$ cat src/rtl/instx_fetch.sv
// Instruction fetch stage: owns the PC, fetches one word at a time over req/ack, computes the next PC.
// Optional fetch watchdog enabled by defining FETCH_TIMEOUT_EN.
module instx_fetch #(
  parameter int unsigned       PC_W        = 32,
  parameter logic [PC_W-1:0]   RESET_PC    = '0,
  parameter int unsigned       TIMEOUT_CYC = 15
) (
  input  logic              Clock,
  input  logic              Reset,
  output logic              IMemReq,
  output logic [PC_W-1:0]   IMemAddr,
  input  logic [31:0]       IMemRdata,
  input  logic              IMemAck,
  input  logic              Advance,
  input  logic              PCC,
  input  logic              BSC,
  input  logic              BGR,
  input  logic              FlagN,
  input  logic              FlagZ,
  input  logic              FlagV,
  input  logic [PC_W-1:0]   RegTarget,
  output logic              InstxValid,
  output logic [31:0]       Instx,
  output logic [10:0]       InstxOp,
  output logic [PC_W-1:0]   InstxPC,
  output logic              FetchErr
);

  typedef enum logic [1:0] {S_IDLE, S_FETCH, S_VALID} state_t;

  state_t            r_state, w_state_nxt;
  logic [PC_W-1:0]   r_pc, w_pc_nxt;
  logic              r_req, w_req_nxt;
  logic [31:0]       r_instx, w_instx_nxt;
  logic [10:0]       r_op, w_op_nxt;
  logic [PC_W-1:0]   r_ipc, w_ipc_nxt;
  logic              r_valid, w_valid_nxt;

  logic [PC_W-1:0]   w_off26, w_off19, w_npc;
  logic              w_gt;

`ifdef FETCH_TIMEOUT_EN
  localparam int unsigned CNT_W = $clog2(TIMEOUT_CYC + 1);
  localparam logic [CNT_W-1:0] CNT_LAST = CNT_W'(TIMEOUT_CYC - 1);
  logic [CNT_W-1:0]  r_cnt, w_cnt_nxt;
  logic              r_err, w_err_nxt;
`endif

  // Branch offsets are word offsets, sign-extended then scaled to bytes.
  assign w_off26 = {{(PC_W-26){r_instx[25]}}, r_instx[25:0]} << 2;
  assign w_off19 = {{(PC_W-19){r_instx[23]}}, r_instx[23:5]} << 2;
  assign w_gt    = !FlagZ && (FlagN == FlagV);

  always_comb begin
    w_npc = r_ipc + PC_W'(4);
    if (PCC && BSC)       w_npc = RegTarget;
    else if (PCC)         w_npc = r_ipc + w_off26;
    else if (BGR && w_gt) w_npc = r_ipc + w_off19;
  end

  always_comb begin
    w_state_nxt = r_state;
    w_pc_nxt    = r_pc;
    w_req_nxt   = r_req;
    w_instx_nxt = r_instx;
    w_op_nxt    = r_op;
    w_ipc_nxt   = r_ipc;
    w_valid_nxt = r_valid;
`ifdef FETCH_TIMEOUT_EN
    w_cnt_nxt   = r_cnt;
    w_err_nxt   = r_err;
`endif
    case (r_state)
      S_IDLE: begin
        w_state_nxt = S_FETCH;
        w_req_nxt   = 1'b1;
`ifdef FETCH_TIMEOUT_EN
        w_cnt_nxt   = '0;
`endif
      end
      S_FETCH: begin
        if (IMemAck) begin
          w_instx_nxt = IMemRdata;
          w_op_nxt    = IMemRdata[31:21];
          w_ipc_nxt   = r_pc;
          w_valid_nxt = 1'b1;
          w_req_nxt   = 1'b0;
          w_state_nxt = S_VALID;
        end
`ifdef FETCH_TIMEOUT_EN
        else if (r_cnt == CNT_LAST) begin
          // Watchdog expiry hands the decoder a NOP so the core can move on.
          w_instx_nxt = '0;
          w_op_nxt    = '0;
          w_ipc_nxt   = r_pc;
          w_valid_nxt = 1'b1;
          w_req_nxt   = 1'b0;
          w_err_nxt   = 1'b1;
          w_state_nxt = S_VALID;
        end else begin
          w_cnt_nxt   = r_cnt + 1'b1;
        end
`endif
      end
      S_VALID: begin
        if (Advance) begin
          w_pc_nxt    = w_npc;
          w_valid_nxt = 1'b0;
          w_op_nxt    = '0;
          w_req_nxt   = 1'b1;
          w_state_nxt = S_FETCH;
`ifdef FETCH_TIMEOUT_EN
          w_cnt_nxt   = '0;
`endif
        end
      end
      default: w_state_nxt = S_IDLE;
    endcase
  end

  always_ff @(posedge Clock or negedge Reset) begin
    if (!Reset) begin
      r_state <= S_IDLE;
      r_pc    <= RESET_PC;
      r_req   <= 1'b0;
      r_instx <= '0;
      r_op    <= '0;
      r_ipc   <= RESET_PC;
      r_valid <= 1'b0;
`ifdef FETCH_TIMEOUT_EN
      r_cnt   <= '0;
      r_err   <= 1'b0;
`endif
    end else begin
      r_state <= w_state_nxt;
      r_pc    <= w_pc_nxt;
      r_req   <= w_req_nxt;
      r_instx <= w_instx_nxt;
      r_op    <= w_op_nxt;
      r_ipc   <= w_ipc_nxt;
      r_valid <= w_valid_nxt;
`ifdef FETCH_TIMEOUT_EN
      r_cnt   <= w_cnt_nxt;
      r_err   <= w_err_nxt;
`endif
    end
  end

  assign IMemReq    = r_req;
  assign IMemAddr   = r_pc;
  assign InstxValid = r_valid;
  assign Instx      = r_instx;
  assign InstxOp    = r_op;
  assign InstxPC    = r_ipc;
`ifdef FETCH_TIMEOUT_EN
  assign FetchErr   = r_err;
`else
  assign FetchErr   = 1'b0;
`endif

endmodule

$ cat config.mk
export PLATFORM = sky130hd
export DESIGN_NAME = instx_fetch
export DESIGN_NICKNAME = d
export VERILOG_FILES = /design/src/rtl/instx_fetch.sv
export SDC_FILE = /design/constraint.sdc
export NUM_CORES = 1
export LEC_CHECK = 0
export BUFFER_PORTS_ARGS = -buffer_cell sky130_fd_sc_hd__buf_2
export CORE_MARGIN = 3
export CORE_UTILIZATION = 45
export CTS_BUF_LIST = sky130_fd_sc_hd__clkbuf_4 sky130_fd_sc_hd__clkbuf_8
export DETAILED_ROUTE_END_ITERATION = 10
export GPL_TIMING_DRIVEN = 0
export PLACE_DENSITY = 0.72
export SLEW_MARGIN = 20
export SYNTH_ARGS = -nofsm -noshare
export SYNTH_HDL_FRONTEND = slang
export SYNTH_SLANG_ARGS = --single-unit
export TNS_END_PERCENT = 5
$ cat constraint.sdc
create_clock -name Clock -period 3.42 [get_ports Clock]
set_clock_uncertainty 0.05 [all_clocks]
set_input_delay 0.855 -clock Clock [delete_from_list [all_inputs] [get_ports Clock]]
set_output_delay 0.855 -clock Clock [all_outputs]
set_load 0.1 [all_outputs]
==> impl_metrics.tcl, run 1 <==
set metrics [dict create \
    mostFrequentLayoutCells "262 x nand2_1, 183 x buf_2, 111 x dfrtp_1" \
    worstSetupEndpointType "register" \
    hold_viol 0 \
    synth-seq-cells 111 \
    hold_path.class "primary input to asynchronous set/reset pin" \
    worst_slack_ps -38.9 \
    cp_max_fo 12 \
    port_buffers 182 \
    grt_pass1_vias 6179 \
    synth_edf_count 0 \
    status "finished with violations" \
    start_kind "primary input" \
    r2r_slack_ps 570 \
    fmax_mhz 289 \
    grt.total_usage_pct 27.0 \
    finalCritPeriodShare_pct 101 \
    drv_slew 0 \
    syn_area_per_cell_um2 8.16 \
    ys.flop_type "dfrtp_1" \
    gp_congestion 0.951 \
    wl_per_cell_um 18.4 \
    cts_tree "done" \
    wl_um 21600 \
    synth_cells 788 \
    core_area_um2 13900 \
    synthesis.area_um2 6430 \
    worst_path_dominant_cell_family "compound AO/OA/AOI/OAI gates" \
    drc 0 \
    ant_nets 0 \
    rr_worst_depth 12 \
    path_class "primary input to register" \
    synth_cell_types 64 \
    clkTransAtPathRegs_ps 110 \
    cp_num_buf_inv 3 \
    cts_made_buffers 9 \
    layout_commonest_cell "nand2_1" \
    viasPerCell 5.53 \
    yosysTopAreaCell "dfrtp_1" \
    io_pins 184 \
    crit_path_top_delay_cell "a2111oi_4" \
    max-cap-violations 0 \
    min_period_ps 3460 \
    antenna_found_initial 2 \
    hpwl_um 16200 \
    r2r-start "Instx[5]$_DFFE_PN0P_" \
    die_width_um 126 \
    rr_endpoint "IMemAddr[30]$_DFFE_PN0P_" \
    synth.area.top_cells "dfrtp_1 43%, nand2_1 15%, ha_1 5.8%, a21oi_1 4.9%, o21ai_0 4.4%" \
    synthDominantCellAreaShare_pct 43.2 \
    critPathArrivalTime_ps 3680 \
    worstMarginPinSlew_ps 697 \
    insertion_delay_ps 410 \
    required_ps 3650 \
    die_h_um 126 \
    fp-row-count 43 \
    relSlewSlack_pct 53.6 \
    cpPeakStageDelay_ps 440 \
    hold_ws_ps 262 \
    cts.sinks 111 \
    fin_nets 1095 \
    htree_levels 3 \
    die_area_um2 15800 \
    rsz0062_at_grt "true" \
    syn_to_final_growth_pct 26.6 \
    async_reset_ff_share_pct 100 \
    yosys_warnings 0 \
    grt_pass1_wl_um 33600 \
    dr.pass1.iters 6 \
    initialDrtViolationCount 511 \
    pre_cts_ws_ps -658 \
    fillCellCount 1324 \
    vias 6506 \
    crit_chain "buf_2 -> clkbuf_4 -> nor2_1 -> a21oi_2 -> ha_2 -> inv_1 -> fa_2 -> nand2b_4 -> a21oi_4 -> o2111ai_4 -> a2111oi_4 -> a31oi_1 -> xor2_1 -> o22ai_1" \
    grt_remaining_overflow 0 \
    ys_seq_area_share_pct 43.2 \
    violations "setup timing" \
    cp_num_cells 14 \
    drive_gt1_share_pct 27.7 \
    clk_path_buf_depth 2 \
    cts_root_buffer "clkbuf_8" \
    start_util_pct 46.1 \
    setup_violations 2 \
    synth_fp_nets 893 \
    grt_max_degree 80 \
]
-- state kept, by name, summed over array words and instances (netlist names) --
name	cells
r_state	2
Instx	32
InstxValid	1
IMemAddr	32
InstxOp	11
IMemReq	1
InstxPC	32
-- metal layers --
metal | part of all wire, % | vias up | track usage (%)
met5 | 0 | - | 0
met4 | 3.3 | 0 | 10.3
met3 | 6.8 | 52 | 5.64
met2 | 47 | 258 | 42.1
met1 | 43 | 3094 | 37.1
li1 | - | 3102 | -
-- logic make-up (layout without fill, tap and decap cells) --
family / after synthesis / count (layout) / share of synthesized area (%)
buffers and inverters: 59 / 266 / 3.58
and+or+nand+nor: 356 / 356 / 22.7
adders and majority gates: 31 / 31 / 6.15
other: 1 / 3 / 0.0583
muxes: 2 / 2 / 0.331
xor gates and xnor gates: 24 / 24 / 3.27
AOI/OAI and AO/OA: 204 / 204 / 20.7
DFF: 111 / 111 / 43.2
-- worst reg2reg max path: stages (launching register included) --
cell and delay, ps:
dfrtp_1 420, nor2_1 70, a21oi_2 140, ha_2 200, inv_1 60, fa_2 340
nand2b_4 170, a21oi_4 190, o2111ai_4 210, a2111oi_4 440, a31oi_1 160, xor2_1 190
o22ai_1 80
-- cell usage after synthesis, drive strengths merged, types with 3 or more instances --
cell / n
a21boi: 4
a21o: 9
a21oi: 67
a22o: 11
a31oi: 13
and2: 3
and3: 13
buf: 5
clkbuf: 37
dfrtp: 111
ha: 30
inv: 17
nand2: 265
nand2b: 4
nand3: 3
nand4: 8
nor2: 42
nor2b: 3
nor3: 4
o211ai: 5
o21a: 7
o21ai: 59
o21bai: 4
o22ai: 5
or3: 4
xnor2: 11
xor2: 13
-- worst max-delay path by stage --
stage                      from                        to  slack, ps
after floorplan           FlagV  IMemAddr[30]$_DFFE_PN0P_        -30
after detailed placement  FlagV  IMemAddr[26]$_DFFE_PN0P_       -660
after CTS                 FlagV  IMemAddr[25]$_DFFE_PN0P_        -20
final                       PCC  IMemAddr[30]$_DFFE_PN0P_        -40
after global placement    FlagV  IMemAddr[28]$_DFFE_PN0P_       -690
after global routing      FlagN  IMemAddr[30]$_DFFE_PN0P_       -180
-- timing repair --
| action | in CTS | in global routing |
|---|---|---|
| pin swaps | 6 | 17 |
| buffers inserted | 2 | 7 |
| cloned | 1 | 0 |
| resized for setup | 23 | 42 |
| hold buffers | 0 | 0 |
| setup endpoints to repair | 13 | 18 |
-- through the flow --
stage / setup TNS, ps / utilization, % / area, µm² / instances
floorplan: -63.6 / - / 6460 / 788
global placement: -9690 / 54.5 / 7590 / 1150
detailed placement: -9570 / 54.7 / 7630 / 1151
CTS: -60.5 / 56.8 / 7920 / 1170
global route: -639 / 58.4 / 8140 / 1177
finish: -68.0 / 58.4 / 8140 / 1177
-- area by class of cell --
cell class                      instances  area (µm²)  area share, %
Multi-Input combinational cell        618        3650           44.9
Sequential cell                       111        2780           34.1
Timing Repair Buffer                  193        1030           12.6
Tap cell                              180         225           2.77
Buffer                                 40         179           2.20
Clock buffer                           10         131           1.61
Clock inverter                          6        78.8          0.968
Inverter                               17        63.8          0.784
Antenna cell                            2        5.00         0.0615
Power of run 1 is not shown: default switching activity piles up to over one toggle a cycle in this logic, so the estimate is an artifact.
==> inputs of run 2 (changes only) <==
- CELL_PAD_IN_SITES_DETAIL_PLACEMENT: not set -> 0
- CELL_PAD_IN_SITES_GLOBAL_PLACEMENT: not set -> 1
- CORE_UTILIZATION: 45 -> 39
- PLACE_DENSITY: 0.72 -> 0.83
==> run 2 against run 1 <==
Against the previous run: critical path type unchanged; first-iteration DRC count down 12%; largest cell class unchanged; core utilization down 7.3 points; hold slack better by 28 ps; the flow still finishes with violations (setup timing); via count down 1.0%; die area up 15%; global-route usage down 2.6 points; critical path depth up 1.
==> impl_metrics.tcl, run 2 (same netlist as run 1, synthesis figures left out) <==
set metrics [dict create \
    start_kind "primary input" \
    fin_tns_setup_ps -184 \
    cp-endpoint "IMemAddr[30]$_DFFE_PN0P_" \
    grt_pass1_wl_um 33800 \
    hold_path.class "primary input to asynchronous set/reset pin" \
    required_ps 3630 \
    clkTransAtPathRegs_ps 110 \
    cp_max_fo 6 \
    critPathLaunch "FlagN" \
    grt_max_degree 76 \
    cts_root_buffer "clkbuf_8" \
    ant_nets 0 \
    syn_to_final_growth_pct 27.3 \
    worstSetupEndpointType "register" \
    htree_levels 3 \
    hpwl_um 17200 \
    die_width_um 134 \
    rr_endpoint "IMemAddr[30]$_DFFE_PN0P_" \
    rsz0062_at_grt "true" \
    cts.sinks 111 \
    grt_remaining_overflow 0 \
    antenna_found_initial 0 \
    status "finished with violations" \
    core_area_um2 16000 \
    grt_pass1_vias 6134 \
    finalCritPeriodShare_pct 102 \
    fillCellCount 1615 \
    n_antenna_cell 0 \
    r2r-start "Instx[5]$_DFFE_PN0P_" \
    relSlewSlack_pct 50.6 \
    wl_per_cell_um 18.9 \
    mostFrequentLayoutCells "260 x nand2_1, 181 x buf_2, 111 x dfrtp_1" \
    violations "setup timing" \
    grt.total_usage_pct 24.4 \
    critPathArrivalTime_ps 3700 \
    vias 6439 \
    drc 0 \
    cts-hold-fix-buffers 0 \
    path_class "primary input to register" \
    setup_violations 5 \
    max-cap-violations 0 \
    wl_um 22900 \
    io_pins 184 \
    insertion_delay_ps 400 \
    final-seq-area_um2 2780 \
    die_h_um 134 \
    rr_worst_depth 12 \
    hold_viol 0 \
    dr.pass1.iters 5 \
    r2r_slack_ps 510 \
    fp-row-count 46 \
    cts_tree "done" \
    cts_made_buffers 9 \
    die_area_um2 18100 \
    start_util_pct 40.2 \
    clk_path_buf_depth 2 \
    drv_slew 0 \
    layout_commonest_cell "nand2_1" \
    gp_congestion 0.891 \
    min_period_ps 3490 \
    fin_nets 1098 \
    dpl.cell_count 1187 \
    port_buffers 182 \
    initialDrtViolationCount 449 \
    multi_input_area_um2 3650 \
    fmax_mhz 287 \
    drive_gt1_share_pct 28.2 \
    final_cells 1213 \
    worst_slack_ps -69.8 \
    viasPerCell 5.31 \
    worstMarginPinSlew_ps 740 \
]
[run 2: worst max-delay path, stage by stage]
cell and delay [ps]:
buf_6 90, xor2_1 160, nor3b_2 290, clkbuf_8 230, buf_4 140, nand2_1 80, o21ai_2 260, ha_4 200
nand2_1 90, o211ai_1 220, nand2_2 150, a2111oi_4 480, a31oi_2 170, xor2_1 190, o22ai_1 90
[run 2: through the flow]
stage	hold WS [ps]	worst slack [ps]	cell area [µm²]	util, %
2_1_floorplan	433	-25.6	6460	-
3_3_place_gp	405	-735	7640	47.7
3_5_place_dp	407	-746	7670	47.9
4_1_cts	287	-94.6	7900	49.4
5_1_grt	296	-210	8180	51.1
6_report	290	-69.8	8180	51.1
[run 2: layout make-up]
cell class	instances	share of cell area, %
Sequential cell	111	33.9
Tap cell	216	3.30
Inverter	17	0.780
Clock buffer	10	1.61
Timing Repair Buffer	196	12.9
Multi-Input combinational cell	618	44.6
Clock inverter	5	0.520
Buffer	40	2.29
[run 2: worst min-delay path by stage]
stage	end	slack [ps]	depth (start not counted)
3_5_place_dp	Instx[30]$_DFFE_PN0P_	410	2
6_report	InstxPC[9]$_DFFE_PN0P_	290	1
3_3_place_gp	Instx[26]$_DFFE_PN0P_	410	2
5_1_grt	IMemAddr[6]$_DFFE_PN0P_	300	1
2_1_floorplan	IMemReq$_DFFE_PN0P_	430	1
4_1_cts	InstxPC[9]$_DFFE_PN0P_	290	1
[run 2: layer usage]
layer | up-vias | global-route usage, % | share of wire (%) | routed length (µm)
met5 | - | 0 | 0 | 0
met4 | 0 | 8.48 | 2.3 | 536
met3 | 31 | 4.88 | 5.8 | 1320
met2 | 201 | 38.6 | 47 | 10800
met1 | 3104 | 33.5 | 44 | 10200
li1 | 3103 | - | - | -
[run 2: what timing repair did]
action | 4_1_cts | 5_1_grt
setup buffers | 0 | 13
endpoints found under the setup margin | 13 | 17
resized for setup | 24 | 50
hold endpoints to repair | 0 | 0
pin swaps | 2 | 15
Power of run 2 is left out for the same reason.
